## src/rtl/arp_recv.sv

```systemverilog
// Receive-side ARP parser: byte-wide MAC stream in, decoded ARP fields out.
// Latency: o_valid/o_crc_err/o_drop register 2 clocks after i_rx_dv falls (abort/filter drop: 1 clock).
// Backpressure: none; every byte is consumed as it arrives, frames arriving while busy are absorbed.
//
// Ports:
//   clk, rst_n            clock, asynchronous active-low reset
//   i_data, i_rx_dv       received byte and frame-valid (high across preamble..FCS)
//   i_my_mac              local MAC, compared on the last destination-MAC byte
//   o_src_mac, o_operation, o_SHA, o_SPA, o_THA, o_TPA
//                         fields of the last accepted frame (updated only with o_valid)
//   o_valid, o_crc_err, o_drop
//                         one-cycle verdict pulses, exactly one per frame reaching DST_MAC
`timescale 1ns/1ps
module arp_recv #(
    parameter logic [15:0] ARP_HTYPE       = 16'h0001,
    parameter logic [15:0] ARP_PTYPE       = 16'h0800,
    parameter logic [7:0]  ARP_HLEN        = 8'h06,
    parameter logic [7:0]  ARP_PLEN        = 8'h04,
    parameter int unsigned MIN_FRAME_BYTES = 64
) (
    input  logic        clk,
    input  logic        rst_n,
    input  logic [7:0]  i_data,
    input  logic        i_rx_dv,
    input  logic [47:0] i_my_mac,
    output logic [47:0] o_src_mac,
    output logic [1:0]  o_operation,
    output logic [47:0] o_SHA,
    output logic [31:0] o_SPA,
    output logic [47:0] o_THA,
    output logic [31:0] o_TPA,
    output logic        o_valid,
    output logic        o_crc_err,
    output logic        o_drop
);

    localparam logic [15:0] MIN_LEN     = 16'(MIN_FRAME_BYTES);
    localparam logic [61:0] HDR_FIXED   = {ARP_HTYPE, ARP_PTYPE, ARP_HLEN, ARP_PLEN, 14'd0};
    localparam logic [31:0] CRC_RESIDUE = 32'hDEBB20E3;

    typedef enum logic [3:0] {
        S_IDLE, S_PREAMBLE, S_DST_MAC, S_SRC_MAC, S_ETHER_TYPE, S_ARP_HDR,
        S_SHA, S_SPA, S_THA, S_TPA, S_PAD, S_CHECK, S_DROP
    } state_t;

    state_t      state, state_nxt;
    logic [3:0]  cnt;
    logic [15:0] len;
    logic [31:0] crc;
    logic [39:0] dst_sh;
    logic [47:0] src_sh;
    logic [7:0]  et_sh;
    logic [55:0] hdr_sh;
    logic [47:0] sha_sh, tha_sh;
    logic [31:0] spa_sh, tpa_sh;
    logic        valid_nxt, crc_err_nxt, drop_nxt;

    // Complete field words as seen on the cycle their last byte is on i_data.
    logic [47:0] dst_word;
    logic [15:0] et_word;
    logic [63:0] hdr_word;
    logic        hdr_active;
    logic        in_frame;

    assign dst_word   = {dst_sh, i_data};
    assign et_word    = {et_sh, i_data};
    assign hdr_word   = {hdr_sh, i_data};
    assign hdr_active = state inside {S_DST_MAC, S_SRC_MAC, S_ETHER_TYPE, S_ARP_HDR,
                                      S_SHA, S_SPA, S_THA, S_TPA};
    assign in_frame   = hdr_active || (state == S_PAD);

    // Reflected CRC-32, one byte LSB first, no final inversion.
    function automatic logic [31:0] crc_byte(input logic [31:0] c, input logic [7:0] d);
        logic [31:0] r;
        r = c;
        for (int i = 0; i < 8; i++) begin
            r = (r[0] ^ d[i]) ? ((r >> 1) ^ 32'hEDB88320) : (r >> 1);
        end
        return r;
    endfunction

    always_ff @(posedge clk or negedge rst_n) begin
        if (!rst_n) state <= S_IDLE;
        else        state <= state_nxt;
    end

    always_comb begin
        state_nxt   = state;
        valid_nxt   = 1'b0;
        crc_err_nxt = 1'b0;
        drop_nxt    = 1'b0;
        case (state)
            S_IDLE: if (i_rx_dv) state_nxt = (i_data == 8'h55) ? S_PREAMBLE : S_DROP;
            // A frame that dies inside the preamble never reached DST_MAC: back to IDLE silently.
            S_PREAMBLE: begin
                if (!i_rx_dv)              state_nxt = S_IDLE;
                else if (i_data == 8'hD5)  state_nxt = S_DST_MAC;
                else if (i_data != 8'h55)  state_nxt = S_DROP;
            end
            S_DST_MAC: if (i_rx_dv && cnt == 4'd6) begin
                if (dst_word == 48'hFFFF_FFFF_FFFF || dst_word == i_my_mac) begin
                    state_nxt = S_SRC_MAC;
                end else begin
                    state_nxt = S_DROP;
                    drop_nxt  = 1'b1;
                end
            end
            S_SRC_MAC: if (i_rx_dv && cnt == 4'd6) state_nxt = S_ETHER_TYPE;
            S_ETHER_TYPE: if (i_rx_dv && cnt == 4'd2) begin
                if (et_word == 16'h0806) begin
                    state_nxt = S_ARP_HDR;
                end else begin
                    state_nxt = S_DROP;
                    drop_nxt  = 1'b1;
                end
            end
            S_ARP_HDR: if (i_rx_dv && cnt == 4'd8) begin
                if (hdr_word[63:2] != HDR_FIXED || hdr_word[1:0] == 2'd0 || hdr_word[1:0] == 2'd3) begin
                    state_nxt = S_DROP;
                    drop_nxt  = 1'b1;
                end else begin
                    state_nxt = S_SHA;
                end
            end
            S_SHA: if (i_rx_dv && cnt == 4'd6) state_nxt = S_SPA;
            S_SPA: if (i_rx_dv && cnt == 4'd4) state_nxt = S_THA;
            S_THA: if (i_rx_dv && cnt == 4'd6) state_nxt = S_TPA;
            S_TPA: if (i_rx_dv && cnt == 4'd4) state_nxt = S_PAD;
            S_PAD: if (!i_rx_dv) state_nxt = S_CHECK;
            S_CHECK: begin
                state_nxt = S_IDLE;
                if (len < MIN_LEN)             drop_nxt    = 1'b1;
                else if (crc != CRC_RESIDUE)   crc_err_nxt = 1'b1;
                else                           valid_nxt   = 1'b1;
            end
            S_DROP: if (!i_rx_dv) state_nxt = S_IDLE;
            default: state_nxt = S_IDLE;
        endcase
        // Loss of carrier before the ARP body is complete overrides everything above.
        if (hdr_active && !i_rx_dv) begin
            state_nxt = S_IDLE;
            drop_nxt  = 1'b1;
        end
    end

    always_ff @(posedge clk or negedge rst_n) begin
        if (!rst_n) begin
            cnt         <= '0;
            len         <= '0;
            crc         <= 32'hFFFF_FFFF;
            dst_sh      <= '0;
            src_sh      <= '0;
            et_sh       <= '0;
            hdr_sh      <= '0;
            sha_sh      <= '0;
            spa_sh      <= '0;
            tha_sh      <= '0;
            tpa_sh      <= '0;
            o_src_mac   <= '0;
            o_operation <= '0;
            o_SHA       <= '0;
            o_SPA       <= '0;
            o_THA       <= '0;
            o_TPA       <= '0;
            o_valid     <= 1'b0;
            o_crc_err   <= 1'b0;
            o_drop      <= 1'b0;
        end else begin
            if (state_nxt != state)          cnt <= 4'd1;
            else if (i_rx_dv && cnt != 4'hF) cnt <= cnt + 4'd1;

            if (state == S_PREAMBLE && i_rx_dv && i_data == 8'hD5) begin
                crc <= 32'hFFFF_FFFF;
                len <= '0;
            end else if (in_frame && i_rx_dv) begin
                crc <= crc_byte(crc, i_data);
                if (len != 16'hFFFF) len <= len + 16'd1;
            end

            if (i_rx_dv) begin
                case (state)
                    S_DST_MAC:    dst_sh <= {dst_sh[31:0], i_data};
                    S_SRC_MAC:    src_sh <= {src_sh[39:0], i_data};
                    S_ETHER_TYPE: et_sh  <= i_data;
                    S_ARP_HDR:    hdr_sh <= {hdr_sh[47:0], i_data};
                    S_SHA:        sha_sh <= {sha_sh[39:0], i_data};
                    S_SPA:        spa_sh <= {spa_sh[23:0], i_data};
                    S_THA:        tha_sh <= {tha_sh[39:0], i_data};
                    S_TPA:        tpa_sh <= {tpa_sh[23:0], i_data};
                    default: ;
                endcase
            end

            o_valid   <= valid_nxt;
            o_crc_err <= crc_err_nxt;
            o_drop    <= drop_nxt;
            if (valid_nxt) begin
                o_src_mac   <= src_sh;
                o_operation <= hdr_sh[1:0];
                o_SHA       <= sha_sh;
                o_SPA       <= spa_sh;
                o_THA       <= tha_sh;
                o_TPA       <= tpa_sh;
            end
        end
    end

endmodule

```

## config.mk

```make
export PLATFORM = sky130hd
export DESIGN_NAME = arp_recv
export DESIGN_NICKNAME = d
export VERILOG_FILES = /design/src/rtl/arp_recv.sv
export SDC_FILE = /design/constraint.sdc
export NUM_CORES = 1
export LEC_CHECK = 0
export CORE_AREA = 2 2 203 205
export DETAILED_ROUTE_END_ITERATION = 16
export DIE_AREA = 0 0 205 207
export PLACE_DENSITY = 0.84
export SYNTH_ARGS = -nofsm -noshare
export SYNTH_HDL_FRONTEND = slang
export SYNTH_SLANG_ARGS = --single-unit
```

## constraint.sdc

```tcl
create_clock -name clk -period 5.9 [get_ports clk]
set_clock_uncertainty 0.15 [all_clocks]
set_input_delay 1.475 -clock clk [delete_from_list [all_inputs] [get_ports clk]]
set_output_delay 1.475 -clock clk [all_outputs]
set_load 0.01 [all_outputs]
```

==> impl_metrics.yaml <==
die:
  floorplan.io_pins: 272
  core-area_um2: 40400
  initial_standard_cell_utilization_of_the_core_pct: 59.4
  floorplan.die_area_um2: 42400
  die_x_um: 205
  dieHeight_um: 207
  rows: 74
logic_synthesis:
  synth_nets: 2125
  synth-seq-area-share_pct: 60.8
  ys_seq_elements: 581
  netlist_instances: 2062
  post-synth-top-count-cell: "sky130_fd_sc_hd__nand2_1"
  postSynthAreaPerCell_um2: 11.6
  synth_top_area_cell: "sky130_fd_sc_hd__dfrtp_1"
  synth.top_cells.by_count: "666 x sky130_fd_sc_hd__nand2_1, 549 x sky130_fd_sc_hd__dfrtp_1, 313 x sky130_fd_sc_hd__mux2_2"
  yosysWarnings: 0
  mappedNetlistArea_um2: 24000
  netlist-cell-type-count: 57
  synth_edf_count: 0
  yosysTopAreaCellShare_pct: 57.3
  synthArstFlopShare_pct: 100
  post_synth_main_area_contributors: "sky130_fd_sc_hd__dfrtp_1 57%, sky130_fd_sc_hd__mux2_2 15%, sky130_fd_sc_hd__nand2_1 10%"
  synthFlopType: "sky130_fd_sc_hd__dfrtp_1"
sta:
  maxClockFrequency_mhz: 235
  totalNegativeSetupSlack_ns: 0
  slew_headroom_pct: 33.4
  post_layout_min_period_ns: 4.26
  slew_viol_final: 0
  grt_setup_unrepaired: "false"
  final.period_utilization_pct: 72.2
  timing.final.hold_violations: 0
  worst_pin_slew_ns: 0.996
  final_number_of_setup_violating_endpoints: 0
detailed_routing:
  drt_pre_antenna_iters: 6
  drc_violations_left: 0
  detail_route.vias_per_cell: 5.64
  detail_route.wirelength_mm: 57.4
  via_count: 16300
  avgRoutedWirePerCell_um: 19.9
  antenna_left: 0
  number_of_drc_markers_in_iteration_0: 1321
finish:
  n_fill_cell: 2820
  area_growth_syn_to_layout_pct: 21.1
  antennaDiodeCount: 0
  final_layout_size_suffix_gt1_share_pct: 20.1
  fin_util_pct: 71.9
  final_net_count: 2370
  stdcell_count: 2884
clock_network:
  ctsHtreeMaxLevel: 2
  cts.path.max_buffers: 3
  numCtsBuffers: 55
  clk_latency_ns: 0.60
  clock_tree.root_cell: "sky130_fd_sc_hd__clkbuf_16"
  clk_pin_slew_worst_paths_ns: 0.06
  post_cts.repair.setup_buffers: 0
  postCtsHoldBufs: 0
  tritoncts: "built"
  cts-resized-gates: 0
  clkSinkCount: 581
grt:
  via_count_of_the_first_global_routing_pass: 16400
  gr-usage-all-layers_pct: 27.2
  antenna_found_initial: 1
  global_route_wire_length_before_repair_mm: 91.2
  maximum_number_of_pins_on_one_net_before_global_route_repair: 124
  grt_overflow: 0
job:
  maxCapViolCount: 0
setup_path:
  worst_path_max_delay_cell: "sky130_fd_sc_hd__clkdlybuf4s50_1"
  crit_type: "primary input to flop"
  timing.critical_path.cells: "clkdlybuf4s50_1 > xnor2_1 > nand4_1 > nor4_1 > nand3_1 > a31oi_1 > a31oi_1 > or4_1"
  critical_path_peak_fanout: 13
  cpLargestDelayFamily: "simple AND/OR/NAND/NOR gates"
  critPathArrivalTime_ns: 4.58
  critical-path-top-cell-by-count: "sky130_fd_sc_hd__a31oi_1"
  timing.critical_path.buf_inv: 1
  critical_path.endpoint_type: "flop"
  worst_path_largest_cell_delay_ns: 0.88
  critPathRequiredTime_ns: 6.22
  worst_setup_path_start_kind: "primary input"
placement:
  detailed_place_hpwl_mm: 37.5
  placed_cells: 2782
  global_placement_routability_congestion: 0.921
  io_buffers: 271
power:
  p_leak_uw: 0.0142
  power.density_cell_area_nw_per_um2: 365
  totalPowerFinal_uw: 10600
  vdd.ir_drop.worst_v: 0.000270
hold_path:
  min_path_type: "flop to flop"
outcome:
  outcome: "finished, final reports clean"
final cells by class:
| class | instances | area [µm²] | area share [%] |
|---|---|---|---|
| flip-flops and latches | 581 | 14600 | 50.2 |
| clock buffers | 86 | 1660 | 5.73 |
| inverters | 7 | 31.3 | 0.108 |
| well taps | 532 | 666 | 2.29 |
| clock inverters | 16 | 175 | 0.604 |
| repair buffers | 295 | 2960 | 10.2 |
| multi-input cells | 1367 | 8940 | 30.8 |
per-layer routing:
layer / routed length (µm) / global-route usage [%]
met5: 0 / 0
met4: 1360 / 7.67
met3: 3170 / 4.25
met2: 28200 / 44.2
met1: 24700 / 38.4
cell usage in the layout, fill, tap and decap left out, types with 3 or more instances in the layout:
cell type,count
sky130_fd_sc_hd__nor3_1,8
sky130_fd_sc_hd__nand2b_1,6
sky130_fd_sc_hd__xor2_1,17
sky130_fd_sc_hd__o31ai_1,5
sky130_fd_sc_hd__buf_12,5
sky130_fd_sc_hd__nor2b_1,3
sky130_fd_sc_hd__dfrtp_1,549
sky130_fd_sc_hd__a31oi_1,5
sky130_fd_sc_hd__o22a_1,21
sky130_fd_sc_hd__o31a_1,4
sky130_fd_sc_hd__xnor2_1,113
sky130_fd_sc_hd__nand3_1,14
sky130_fd_sc_hd__dfstp_2,32
sky130_fd_sc_hd__buf_4,19
sky130_fd_sc_hd__nor4_1,25
sky130_fd_sc_hd__nor2_1,26
sky130_fd_sc_hd__nor4b_1,3
sky130_fd_sc_hd__clkbuf_1,15
sky130_fd_sc_hd__nand2_1,666
sky130_fd_sc_hd__and3_1,4
sky130_fd_sc_hd__mux2_2,313
sky130_fd_sc_hd__o211ai_1,11
sky130_fd_sc_hd__and2_1,4
sky130_fd_sc_hd__ha_1,4
sky130_fd_sc_hd__nand4_1,38
sky130_fd_sc_hd__clkbuf_8,15
sky130_fd_sc_hd__clkbuf_16,56
sky130_fd_sc_hd__o21ai_0,11
sky130_fd_sc_hd__clkdlybuf4s50_1,270
sky130_fd_sc_hd__bufinv_16,3
sky130_fd_sc_hd__nand4b_1,6
sky130_fd_sc_hd__a21oi_1,11
sky130_fd_sc_hd__clkinv_2,8
sky130_fd_sc_hd__nor3b_1,3
sky130_fd_sc_hd__inv_1,6
sky130_fd_sc_hd__and4_1,7
kinds of logic (layout without fill, tap and decap cells):
kind of cell,after synthesis,in the layout,synth area share (%)
xor+xnor,132,132,4.89
simple gates,833,833,14.7
mux,315,315,14.8
compound gates,83,83,2.54
flops,581,581,60.8
buf+inv,114,404,1.97
fa+ha+maj,4,4,0.209
path summary, 6_finish.rpt:
path                                        start  cells past startpoint  slack, ns                     to
max                                     i_data[5]                      8       1.64     cnt[0]$_DFFE_PN0P_
min                        spa_sh[24]$_DFFE_PN0P_                      2       0.31  o_SPA[24]$_DFFE_PN0P_
max reg2reg                    crc[5]$_DFFE_PN1P_                      8       2.14  o_SHA[32]$_DFFE_PN0P_
min reg2reg                spa_sh[24]$_DFFE_PN0P_                      2       0.31  o_SPA[24]$_DFFE_PN0P_
max in group asynchronous                   rst_n                      2       3.63  tha_sh[0]$_DFFE_PN0P_
min in group asynchronous                   rst_n                      1       0.76  o_SPA[17]$_DFFE_PN0P_
power by group:
part	switching, µW	total [µW]	internal, µW
Clock	1490	3560	2070
Combinational	1030	2140	1100
Sequential	412	4880	4470
Total	2940	10600	7640
worst min-delay path, stage by stage (launching register included):
cell and delay (ns):
sky130_fd_sc_hd__dfrtp_1 0.34, sky130_fd_sc_hd__nand2_1 0.05, sky130_fd_sc_hd__nand2_1 0.05
flip-flops by register name (all words and copies together) (netlist names), 2 cells and up:
name / count
dst_sh: 40
o_src_mac: 48
len: 16
src_sh: 48
tpa_sh: 32
o_operation: 2
o_THA: 48
tha_sh: 48
o_SPA: 32
cnt: 4
o_SHA: 48
o_TPA: 32
state: 4
spa_sh: 32
hdr_sh: 56
sha_sh: 48
et_sh: 8
crc: 32
stage by stage:
stage | cell area (µm²) | setup WS, ns | hold slack, ns
final | 29000 | 1.64 | 0.312
after global routing | 29000 | 1.58 | 0.340
after CTS | 29000 | 1.70 | 0.313
after detailed placement | 27200 | 1.07 | 0.301
after global placement | 27200 | 1.06 | 0.294
after floorplan | 24000 | 2.30 | 0.283
Note: power is estimated with default switching activity, not from simulation.
==> RTL change: new RTL, same settings <==
Remove the register `o_crc_err`: a continuous assignment takes its place, so the output `o_crc_err` follows one clock earlier. Comments in the files are not updated.
--- a/src/rtl/arp_recv.sv
+++ b/src/rtl/arp_recv.sv
@@ -164,5 +164,4 @@
             o_TPA       <= '0;
             o_valid     <= 1'b0;
-            o_crc_err   <= 1'b0;
             o_drop      <= 1'b0;
         end else begin
@@ -193,5 +192,4 @@
 
             o_valid   <= valid_nxt;
-            o_crc_err <= crc_err_nxt;
             o_drop    <= drop_nxt;
             if (valid_nxt) begin
@@ -206,4 +204,6 @@
     end
 
+    assign o_crc_err = crc_err_nxt;
+
 endmodule
 
Function: same outputs for any inputs over 4 cycles, from zero or initial values and one cycle with rst_n low; that may be too few to reach the edited logic, so the function may still have changed.
==> RTL change against the unedited design <==
Total power grew 2.2%; final area increased by 0.54%; global-route usage fell by 0.18 points; sequential cell count is 1 lower; largest power group unchanged; largest cell class unchanged; routed wire length decreased by 1.1%; area after synthesis shrank 0.10%; final cell count up 0.21%; setup slack lost 380 ps; critical endpoint is now o_crc_err; sequential power barely moved; critical path depth is 4 lower.
==> RTL change: results (changes against the unedited design) <==
stage,metric,value,unit,change
status,status,"complete, no violations",,unchanged
grt,grt.met1_usage,38.08,%,was 38.44%
grt,first_global_vias,16300,,was 16410
drt,met2_length,27.81,mm,was 28.15 mm
worst_setup_path,worst_setup_path_endpoint,o_crc_err,,was cnt[0]$_DFFE_PN0P_
worst_setup_path,slowest_stage,sky130_fd_sc_hd__dfrtp_1,,was sky130_fd_sc_hd__clkdlybuf4s50_1
drt,drtIter0Drc,1116,,was 1321
clocking,tritoncts.num_buffers,56,,was 55
timing,fin_worst_hold_slack,312.7,ps,was 311.5 ps
layout,seq_share,49.88,%,was 50.24%
grt,first_pass_grt_wire_length,90.60,mm,was 91.20 mm
power_and_ir_drop,p_leak,14.26,nW,was 14.18 nW
power_and_ir_drop,ir_drop,0.2391,mV,was 0.2697 mV
power_and_ir_drop,clockNetworkPower,0.00377,W,was 0.00356 W
drt,routed_via_density,5.636,,about the same
placement,dpl.hpwl,37.31,mm,was 37.52 mm
layout,layout.filler_cells,2722,,was 2820
worst_setup_path,rr_startpoint,state[1]$_DFF_PN0_,,was crc[5]$_DFFE_PN1P_
power_and_ir_drop,switchingPower,0.002965,W,was 0.002937 W
layout,clkCellAreaFrac,6.801,%,was 6.338%
drt,met3_wirelength,2.950,mm,was 3.172 mm
hold_path,hold_path_startpoint,spa_sh[30]$_DFFE_PN0P_,,was spa_sh[24]$_DFFE_PN0P_
power_and_ir_drop,relative_contribution_of_combinational_cells_to_total_power,20.0,%,was 20.2%
grt,gr-usage-met3,3.902,%,was 4.248%
drt,drt_first_pass_iters,5,,was 6
layout,final-nonclk-buf-share,10.27,%,was 10.20%
-- RTL change: critical path: cells and delay by family, from the launching register on --
family | cells | cell delay (ps)
buffers and inverters | 1 | 570
AND/OR/NAND/NOR | 3 | 1080
flip-flops | 1 | 760
-- RTL change: metrics by stage --
step	total power, W	cell area [µm²]	util [%]	instances	setup slack (ps)
after floorplan	0.006477	23940	-	2061	2298
after global placement	0.006991	27190	67.36	2786	1256
after detailed placement	0.007074	27190	67.36	2786	1228
after CTS	0.01086	29180	72.28	2890	1272
after global routing	0.01128	29180	72.28	2890	1127
final	0.01081	29180	72.28	2890	1255
-- RTL change: cells by family after synthesis --
family                   after synthesis  synth area share, %
buffers and inverters                114                1.976
AND/OR/NAND/NOR                      833                14.76
multiplexers                         315                14.81
AO/OA/AOI/OAI                         83                2.546
adder cells (fa/ha/maj)                4               0.2091
flip-flops                           580                60.81
XOR/XNOR                             132                4.893
